<file path="src/rtl/cnn_layer_seq_if.sv">
// rtl/cnn_layer_seq_if.sv - layer start/done handshake bundle between the frame sequencer and its CNN layers
interface cnn_layer_seq_if #(
  parameter int NUM_LAYERS = 6,
  parameter int SEL_W      = 3
);
  logic [NUM_LAYERS-1:0] lyr_strt;
  logic [NUM_LAYERS-1:0] lyr_done;
  logic [SEL_W-1:0]      lyr_sel;

  modport master (output lyr_strt, output lyr_sel, input lyr_done);
  modport slave  (input lyr_strt, input lyr_sel, output lyr_done);
endinterface

</file>
<file path="src/rtl/cnn_layer_seq.sv">
// rtl/cnn_layer_seq.sv - frame sequencer launching CNN layers in order, with per-layer watchdog
// Optional per-layer cycle counters are built when CNN_LYR_PERF_EN is defined.
module cnn_layer_seq #(
  parameter int NUM_LAYERS = 6,
  parameter int SEL_W      = 3,
  parameter int TMO_W      = 20,
  parameter int TMO_LIMIT  = 1000000
) (
  input  logic             clk,
  input  logic             rst,
  input  logic             i_strt,
  input  logic             i_clr_err,
  input  logic [SEL_W-1:0] i_perf_sel,
  cnn_layer_seq_if.master  io_lyr,
  output logic             o_bsy,
  output logic             o_done,
  output logic             o_err,
  output logic [15:0]      o_frm_cnt,
  output logic [31:0]      o_perf_cnt
);

  typedef enum logic [2:0] {
    S_IDLE,
    S_LAUNCH,
    S_WAIT,
    S_DONE,
    S_ERR
  } state_t;

  localparam logic [SEL_W-1:0] LAST_IDX = SEL_W'(NUM_LAYERS - 1);
  localparam logic [TMO_W-1:0] TMO_MAX  = TMO_W'(TMO_LIMIT - 1);

  state_t                r_state;
  state_t                w_nxt_state;
  logic [SEL_W-1:0]      r_idx;
  logic [SEL_W-1:0]      w_nxt_idx;
  logic [NUM_LAYERS-1:0] r_lyr_strt;
  logic [NUM_LAYERS-1:0] w_launch_vec;
  logic                  r_bsy;
  logic                  r_done;
  logic                  r_err;
  logic [15:0]           r_frm_cnt;
  logic [TMO_W-1:0]      r_wdog;
  logic                  w_lyr_hit;
  logic                  w_tmo;

  assign w_lyr_hit = io_lyr.lyr_done[r_idx];
  assign w_tmo     = (r_wdog == TMO_MAX);

  always_comb begin
    w_nxt_state = r_state;
    w_nxt_idx   = r_idx;
    case (r_state)
      S_IDLE: begin
        if (i_strt) begin
          w_nxt_idx   = '0;
          w_nxt_state = S_LAUNCH;
        end
      end
      S_LAUNCH: w_nxt_state = S_WAIT;
      S_WAIT: begin
        // a completion arriving on the last watchdog cycle still counts
        if (w_lyr_hit) begin
          if (r_idx == LAST_IDX) begin
            w_nxt_state = S_DONE;
          end else begin
            w_nxt_idx   = r_idx + SEL_W'(1);
            w_nxt_state = S_LAUNCH;
          end
        end else if (w_tmo) begin
          w_nxt_state = S_ERR;
        end
      end
      S_DONE: w_nxt_state = S_IDLE;
      S_ERR: begin
        if (i_clr_err) w_nxt_state = S_IDLE;
      end
      default: w_nxt_state = S_IDLE;
    endcase
  end

  always_comb begin
    w_launch_vec = '0;
    if (w_nxt_state == S_LAUNCH) w_launch_vec[w_nxt_idx] = 1'b1;
  end

  // outputs are decoded from the next state so they are registered yet line up with the state
  always_ff @(posedge clk) begin
    if (rst) begin
      r_state    <= S_IDLE;
      r_idx      <= '0;
      r_lyr_strt <= '0;
      r_bsy      <= 1'b0;
      r_done     <= 1'b0;
      r_err      <= 1'b0;
      r_frm_cnt  <= '0;
      r_wdog     <= '0;
    end else begin
      r_state    <= w_nxt_state;
      r_idx      <= w_nxt_idx;
      r_lyr_strt <= w_launch_vec;
      r_bsy      <= (w_nxt_state == S_LAUNCH) || (w_nxt_state == S_WAIT) ||
                    (w_nxt_state == S_DONE);
      r_done     <= (w_nxt_state == S_DONE);
      r_err      <= (w_nxt_state == S_ERR);
      if (r_state == S_DONE) r_frm_cnt <= r_frm_cnt + 16'd1;
      if (r_state == S_LAUNCH) begin
        r_wdog <= '0;
      end else if ((r_state == S_WAIT) && !w_lyr_hit && !w_tmo) begin
        r_wdog <= r_wdog + TMO_W'(1);
      end
    end
  end

  assign io_lyr.lyr_strt = r_lyr_strt;
  assign io_lyr.lyr_sel  = r_idx;
  assign o_bsy           = r_bsy;
  assign o_done          = r_done;
  assign o_err           = r_err;
  assign o_frm_cnt       = r_frm_cnt;

`ifdef CNN_LYR_PERF_EN
  logic [31:0] r_perf [NUM_LAYERS];
  logic [31:0] r_perf_cnt;

  always_ff @(posedge clk) begin
    if (rst) begin
      for (int i = 0; i < NUM_LAYERS; i++) r_perf[i] <= '0;
      r_perf_cnt <= '0;
    end else begin
      if (r_state == S_LAUNCH) begin
        r_perf[r_idx] <= '0;
      end else if ((r_state == S_WAIT) && (r_perf[r_idx] != 32'hFFFF_FFFF)) begin
        r_perf[r_idx] <= r_perf[r_idx] + 32'd1;
      end
      r_perf_cnt <= (int'(i_perf_sel) < NUM_LAYERS) ? r_perf[i_perf_sel] : '0;
    end
  end

  assign o_perf_cnt = r_perf_cnt;
`else
  logic w_unused_perf_sel;
  assign w_unused_perf_sel = ^i_perf_sel;
  assign o_perf_cnt        = '0;
`endif

endmodule

</file>
<file path="src/flat_wrapper.sv">
// flat-port wrapper written by rule: the top's interface ports become plain ports
module cnn_layer_seq_flat 
#(
  parameter int NUM_LAYERS = 6,
  parameter int SEL_W      = 3,
  parameter int TMO_W      = 20,
  parameter int TMO_LIMIT  = 1000000
)
  (clk, rst, i_strt, i_clr_err, i_perf_sel, o_bsy, o_done, o_err, o_frm_cnt, o_perf_cnt, io_lyr_lyr_strt, io_lyr_lyr_sel, io_lyr_lyr_done);
  cnn_layer_seq_if #(.NUM_LAYERS(NUM_LAYERS), .SEL_W(SEL_W)) io_lyr_i ();
  input  logic clk;
  input  logic rst;
  input  logic i_strt;
  input  logic i_clr_err;
  input  logic [SEL_W-1:0] i_perf_sel;
  output logic o_bsy;
  output logic o_done;
  output logic o_err;
  output logic [15:0] o_frm_cnt;
  output logic [31:0] o_perf_cnt;
  output wire logic [$bits(io_lyr_i.lyr_strt)-1:0] io_lyr_lyr_strt;
  output wire logic [$bits(io_lyr_i.lyr_sel)-1:0] io_lyr_lyr_sel;
  input wire logic [$bits(io_lyr_i.lyr_done)-1:0] io_lyr_lyr_done;
  assign io_lyr_lyr_strt = io_lyr_i.lyr_strt;
  assign io_lyr_lyr_sel = io_lyr_i.lyr_sel;
  assign io_lyr_i.lyr_done = io_lyr_lyr_done;
  cnn_layer_seq #(.NUM_LAYERS(NUM_LAYERS), .SEL_W(SEL_W), .TMO_W(TMO_W), .TMO_LIMIT(TMO_LIMIT)) u_core (.clk(clk), .rst(rst), .i_strt(i_strt), .i_clr_err(i_clr_err), .i_perf_sel(i_perf_sel), .io_lyr(io_lyr_i), .o_bsy(o_bsy), .o_done(o_done), .o_err(o_err), .o_frm_cnt(o_frm_cnt), .o_perf_cnt(o_perf_cnt));
endmodule
</file>
<file path="config.mk">
export PLATFORM = sky130hd
export DESIGN_NAME = cnn_layer_seq_flat
export DESIGN_NICKNAME = d
export VERILOG_FILES = /design/src/rtl/cnn_layer_seq_if.sv /design/src/rtl/cnn_layer_seq.sv /design/src/flat_wrapper.sv
export SDC_FILE = /design/constraint.sdc
export NUM_CORES = 1
export LEC_CHECK = 0
export BUFFER_PORTS_ARGS = -buffer_cell sky130_fd_sc_hd__clkbuf_2
export CORE_MARGIN = 2
export CORE_UTILIZATION = 37
export CTS_CLUSTER_DIAMETER = 150
export DETAILED_ROUTE_END_ITERATION = 7
export HOLD_SLACK_MARGIN = 0.06
export REMOVE_ABC_BUFFERS = 1
export SLEW_MARGIN = 20
export SYNTH_ARGS = -nofsm -noshare
export SYNTH_HDL_FRONTEND = slang
export SYNTH_SLANG_ARGS = --single-unit
</file>
<file path="constraint.sdc">
create_clock -name clk -period 2.2 [get_ports clk]
set_input_delay 0.66 -clock clk [delete_from_list [all_inputs] [get_ports clk]]
set_output_delay 0.66 -clock clk [all_outputs]
set_load 0.05 [all_outputs]
</file>
==> results_dict.tcl, run 1 <==
set metrics [dict create \
    status "complete, no violations" \
    synth-main-ff-cell "dfxtp_1" \
    regArea_mm2 0.00102 \
    path_clk_slew_ps 90 \
    grt_pass1_wl_um 9560 \
    finish.utilization 0.436 \
    fp-row-count 31 \
    finalNonFillerCells 473 \
    irDropWorstVdd_mv 0.321 \
    ctsHtreeMaxLevel 2 \
    drc_errors 0 \
    grt_max_degree 19 \
    synth_cell_types 53 \
    yosysTopAreaCell "dfxtp_1" \
    critPathCaptureType "flop" \
    nFillCells 755 \
    criticalPathCategory "reg -> reg" \
    cts_resized 0 \
    dp.cells 466 \
    clock_skew_ps 6.19 \
    drt_iter0_drc 104 \
    drtAntennaViolNets 0 \
    start_util 0.382 \
    fin_ws_ps 159 \
    dieArea_mm2 0.00824 \
    routed-via-count 2387 \
    finalCriticalPeriod_ps 2040 \
    fp.dieW_um 90.8 \
    crit_fanout 7 \
    pre_cts_slack_ps -80.2 \
    die_y_um 90.8 \
    layout-drive-gt1-share 0.203 \
    p_leak_uw 0.00123 \
    hold_viol_final 0 \
    core_mm2 0.00729 \
    ys_seq_area_frac 0.366 \
    startpoint_type "flop" \
    hpwl_um 4200 \
    rrSetupSlack_ps 160 \
    hold_buffers 0 \
    worst_hold_path_type "reg -> reg" \
    synth_cells 325 \
    synth_area_per_cell_um2 8.58 \
    root_buffer "clkbuf_8" \
    cts_tree "done" \
    r2r-end "u_core.io_lyr.lyr_strt[5]" \
    slew_violations 0 \
    crit_chain "or3b_4 > a221oi_4 > a21oi_1 > or4_4 > nor3b_2" \
    via_per_inst 5.05 \
    ys_warn_count 0 \
    synth-edff-count 0 \
    ys_ff_latch 51 \
    cts_buffer_depth 2 \
    clock-sinks 51 \
    reg2reg_from "u_core.r_state[0]" \
    numCtsBuffers 5 \
    grt_pass1_vias 2138 \
    path_delay_family "simple AND/OR/NAND/NOR gates" \
    drtPass1Iterations 4 \
    gr-total-overflow 0 \
    crit_required_ps 2430 \
    antenna_found_initial 0 \
    multi_input_area_mm2 0.00155 \
    area_delta_synth_final_pct 14.0 \
    crit_slowest_cell "or4_4" \
    finalSetupViolations 0 \
    yosysTopAreaCellShare 0.366 \
    async_reset_ff_frac 0 \
    netlist_area_mm2 0.00279 \
    crit_end "u_core.io_lyr.lyr_strt[5]" \
    cp.depth 5 \
    rsz0062_at_grt "no" \
    pin_count 73 \
    power_density_mw_per_mm2 582 \
    post_cts_buffers 0 \
    critPathMaxStageDelay_ps 550 \
    diodes 0 \
    crit_buf_inv 0 \
    gp_congestion 0.820 \
    clock.fmax_ghz 0.490 \
    r2r_cells 5 \
    ys_top_cells_by_area "dfxtp_1 37%, buf_4 8.9%, or4_1 3.8%, a21oi_1 3.6%, nor2_1 3.5%" \
    grt_usage 0.139 \
    portBuffers 37 \
    drt-wirelength-per-cell_um 12.0 \
    drt-total-wl_um 5690 \
    fin_nets 391 \
    crit_path_start "u_core.r_state[0]" \
    period_share 0.928 \
    clk_latency_ps 300 \
    timing.max_cap.violations 0 \
    cp_data_arrival_time_ps 2270 \
]
where the power goes:
part           switching [uW]  internal, uW  total (uW)
Clock                     304           333         637
Sequential               6.74           932         939
Combinational             214          58.6         273
Total                     525          1320        1850
layout make-up:
cell class	instances	share of cell area
clock buffer	5	0.0217
clock inverter	2	0.0118
inverter	6	0.00709
multi-input combinational	250	0.486
sequential	51	0.321
tap	99	0.0390
timing repair buffer	60	0.113
metal layers:
metal  part of all wire  track usage  vias up
li1                   -            -     1219
met3              0.049       0.0409        2
met2               0.46        0.233       67
met4             0.0051       0.0265        0
met5                  0            0        -
met1               0.49        0.179     1099
synthesized netlist by cell type (2+ instances only):
master    number
nand3_1       15
o31ai_1       13
nand2_1       18
xnor2_1        6
or3_1          6
a31oi_1        3
nor4b_1        2
and4_1         5
nand4b_1       3
buf_4         33
o21ai_1        4
buf_2          6
clkbuf_1       7
nor4_1         5
a21oi_1       20
inv_1          6
nand3b_1       2
and3_1         3
o21ai_0        2
buf_1          3
dfxtp_1       51
nor3b_1        2
o21a_1         2
and2_1         6
nor3_1         9
nand4_1       12
or2_2          2
xor2_1         7
or4_1         14
nor2_1        26
mux2i_1        7
ha_1           4
registers in the layout, indices dropped and copies added, names as in the netlist:
signal and count:
u_core.o_bsy 1, u_core.o_done 1, u_core.r_wdog 20, u_core.o_err 1, u_core.io_lyr.lyr_sel 3, u_core.o_frm_cnt 16
u_core.io_lyr.lyr_strt 6, u_core.r_state 3
cells in the final DEF (no fill, tap or decap), types with 12 or more instances in the layout:
cell type / n
dfxtp_1: 51
nor2_1: 26
nand4_1: 12
a21oi_1: 20
nand3_1: 15
buf_4: 23
o31ai_1: 13
or4_1: 14
clkbuf_2: 37
conb_1: 32
nand2_1: 18
kinds of logic (layout without fill, tap and decap cells):
logic type	count (synthesis)	in the layout	share of synthesized area
AOI/OAI and AO/OA	55	55	0.137
xor gates and xnor gates	13	13	0.0408
adders and majority gates	4	4	0.0180
buffers and inverters	55	73	0.121
DFF	51	51	0.366
muxes	8	8	0.0292
other	1	32	0.00135
and+or+nand+nor	138	138	0.286
through the flow:
step	total power, uW	TNS [ps]	hold WS [ps]	cell area [um2]
finish	1850	0	484	3180
global route	1920	0	520	3180
CTS	1870	0	490	3180
detailed placement	1230	-161	477	3070
global placement	1230	-92.4	463	3070
floorplan	1170	-16900	444	2590
tightest hold or removal path, stage by stage (launching register included):
cell,delay (ps)
dfxtp_1,330
nand2_1,50
mux2i_1,50
how the worst min path moves through the flow:
stage                            startpoint                 to  slack (ps)  cells after the start
after floorplan           u_core.r_wdog[19]  u_core.r_wdog[19]         440                      2
after global placement    u_core.r_wdog[19]  u_core.r_wdog[19]         460                      2
after detailed placement  u_core.r_wdog[19]  u_core.r_wdog[19]         480                      2
after CTS                 u_core.r_wdog[19]  u_core.r_wdog[19]         490                      2
after global routing      u_core.r_wdog[19]  u_core.r_wdog[19]         520                      2
final                     u_core.r_wdog[19]  u_core.r_wdog[19]         480                      2
Note: power is estimated with default switching activity, not from simulation.
==> inputs of run 2 (changes only) <==
--- a/config.mk
+++ b/config.mk
@@ -6,11 +6,13 @@
 export NUM_CORES = 1
 export LEC_CHECK = 0
 export BUFFER_PORTS_ARGS = -buffer_cell sky130_fd_sc_hd__clkbuf_2
+export CORE_ASPECT_RATIO = 1.25
 export CORE_MARGIN = 2
-export CORE_UTILIZATION = 37
+export CORE_UTILIZATION = 48
 export CTS_CLUSTER_DIAMETER = 150
 export DETAILED_ROUTE_END_ITERATION = 7
 export HOLD_SLACK_MARGIN = 0.06
+export PLACE_DENSITY = 0.77
 export REMOVE_ABC_BUFFERS = 1
 export SLEW_MARGIN = 20
 export SYNTH_ARGS = -nofsm -noshare
==> run 2 against run 1 <==
- critical endpoint is now u_core.r_wdog[8]
- die area down 22%
- largest power group unchanged
- via count rose by 2.4%
- worst setup slack improved by 3.2 ps
- critical path type unchanged
==> results_dict.tcl, run 2 (same netlist as run 1, synthesis figures left out) <==
set metrics [dict create \
    status "complete, no violations" \
    drtAntennaViolNets 0 \
    relSlewSlack 0.632 \
    clk_latency_ps 310 \
    ctsHtreeMaxLevel 2 \
    cts_tree "done" \
    grt_util_met2 0.338 \
    grtUsageMet1 0.214 \
    top_usage_layer "met2" \
    criticalPathCategory "reg -> reg" \
    worst_hold_path_type "reg -> reg" \
    area_delta_synth_final_pct 12.3 \
    crit_fanout 7 \
    cts_resized 0 \
    worstMarginPinSlew_ps 545 \
    path_clk_slew_ps 100 \
    timing.max_cap.violations 0 \
    layout-drive-gt1-share 0.201 \
    p_leak_uw 0.00123 \
    most-common-layout-cells "51 x dfxtp_1, 37 x clkbuf_2, 32 x conb_1" \
    final_common_cell "dfxtp_1" \
    hpwl_um 4290 \
    irDropWorstVdd_mv 0.433 \
    grt_usage 0.186 \
    grtUsageMet3 0.0372 \
    max_flop_register "u_core.r_wdog" \
    grt_max_degree 20 \
    period_share 0.926 \
    drt-wirelength-per-cell_um 13.3 \
    via_per_inst 5.57 \
    gr-total-overflow 0 \
    crit_slowest_cell "or4_1" \
    grt_pass1_wl_um 9680 \
    path_delay_family "simple AND/OR/NAND/NOR gates" \
    critPathCaptureType "flop" \
    crit_required_ps 2410 \
    dieArea_mm2 0.00644 \
    post_cts_buffers 0 \
    drc_errors 0 \
    hold_viol_final 0 \
    finalNonFillerCells 439 \
    fp.dieW_um 72.2 \
    pre_cts_slack_ps -63.5 \
    crit_buf_inv 0 \
    diodes 0 \
    drt-total-wl_um 5860 \
    startpoint_type "flop" \
    clock_skew_ps 3.13 \
    crit_chain "nor2b_1 > a22o_1 > o21ai_1 > or4_1 > mux2_1" \
    dp.cells 431 \
    cp_data_arrival_time_ps 2250 \
    largest_register_ff_count 20 \
    routed-via-count 2444 \
    fin_ws_ps 162 \
    nFillCells 534 \
    slew_violations 0 \
    start_util 0.489 \
    root_buffer "clkbuf_8" \
    finalSetupViolations 0 \
    numCtsBuffers 5 \
    portBuffers 37 \
    clock.fmax_ghz 0.491 \
    hold_buffers 0 \
    finish.utilization 0.549 \
    fin_nets 389 \
    die_y_um 89.2 \
    gp_congestion 0.811 \
    antenna_found_initial 0 \
    finalCriticalPeriod_ps 2040 \
    drt_iter0_drc 181 \
    grt_pass1_vias 2233 \
    clock-sinks 51 \
    rsz0062_at_grt "no" \
    fp-row-count 31 \
    critPathMaxStageDelay_ps 490 \
    power_density_mw_per_mm2 605 \
    cts_buffer_depth 2 \
    pin_count 73 \
    drtPass1Iterations 4 \
    core_mm2 0.00570 \
]
-- run 2: cell types whose count changed in the layout (fill, tap and decap cells not counted), sizes merged --
cell and delta:
buf -2, clkinv +1, inv +1, clkinvlp -1
-- run 2: cell type report --
class,count,area [um2],share of cell area
well taps,66,82.6,0.0264
clock buffers,5,68.8,0.0220
multi-input cells,250,1550,0.494
flip-flops and latches,51,1020,0.326
repair buffers,58,343,0.110
inverters,6,22.5,0.00719
clock inverters,3,47.5,0.0152
-- run 2: worst paths after layout --
check,startpoint,to,slack (ps),cells past startpoint
worst max-delay path,u_core.io_lyr.lyr_sel[1],u_core.r_wdog[8],160,5
worst min-delay path,u_core.r_wdog[19],u_core.r_wdog[19],500,2
worst max register to register,u_core.io_lyr.lyr_sel[1],u_core.r_wdog[8],160,5
worst min register to register,u_core.r_wdog[19],u_core.r_wdog[19],500,2
-- run 2: routing by layer --
layer	share of wire	vias to the layer above
met5	0	-
met4	0.015	0
met3	0.036	9
met2	0.52	52
met1	0.43	1160
li1	-	1223
-- run 2: power by group --
group	leakage, uW	switching, uW	internal (uW)	total [uW]
clock	0.0000587	338	345	683
sequential	0.000412	7.01	932	939
combinational	0.000758	214	57.3	271
total	0.00123	558	1330	1890
-- run 2: worst reg2reg max path: cells and delay by family, from the launching register on --
kind / cells / cell delay (ps)
simple gates: 2 / 820
flops: 1 / 470
compound gates: 2 / 330
mux: 1 / 320
-- run 2: per-stage QoR --
stage | total power (uW) | hold slack [ps] | setup TNS (ps) | instance area [um2]
5_1_grt | 1960 | 507 | 0 | 3130
4_1_cts | 1910 | 493 | 0 | 3130
6_report | 1890 | 495 | 0 | 3130
3_5_place_dp | 1230 | 478 | -114 | 3010
3_3_place_gp | 1230 | 458 | -45.0 | 3010
2_1_floorplan | 1170 | 444 | -16900 | 2590
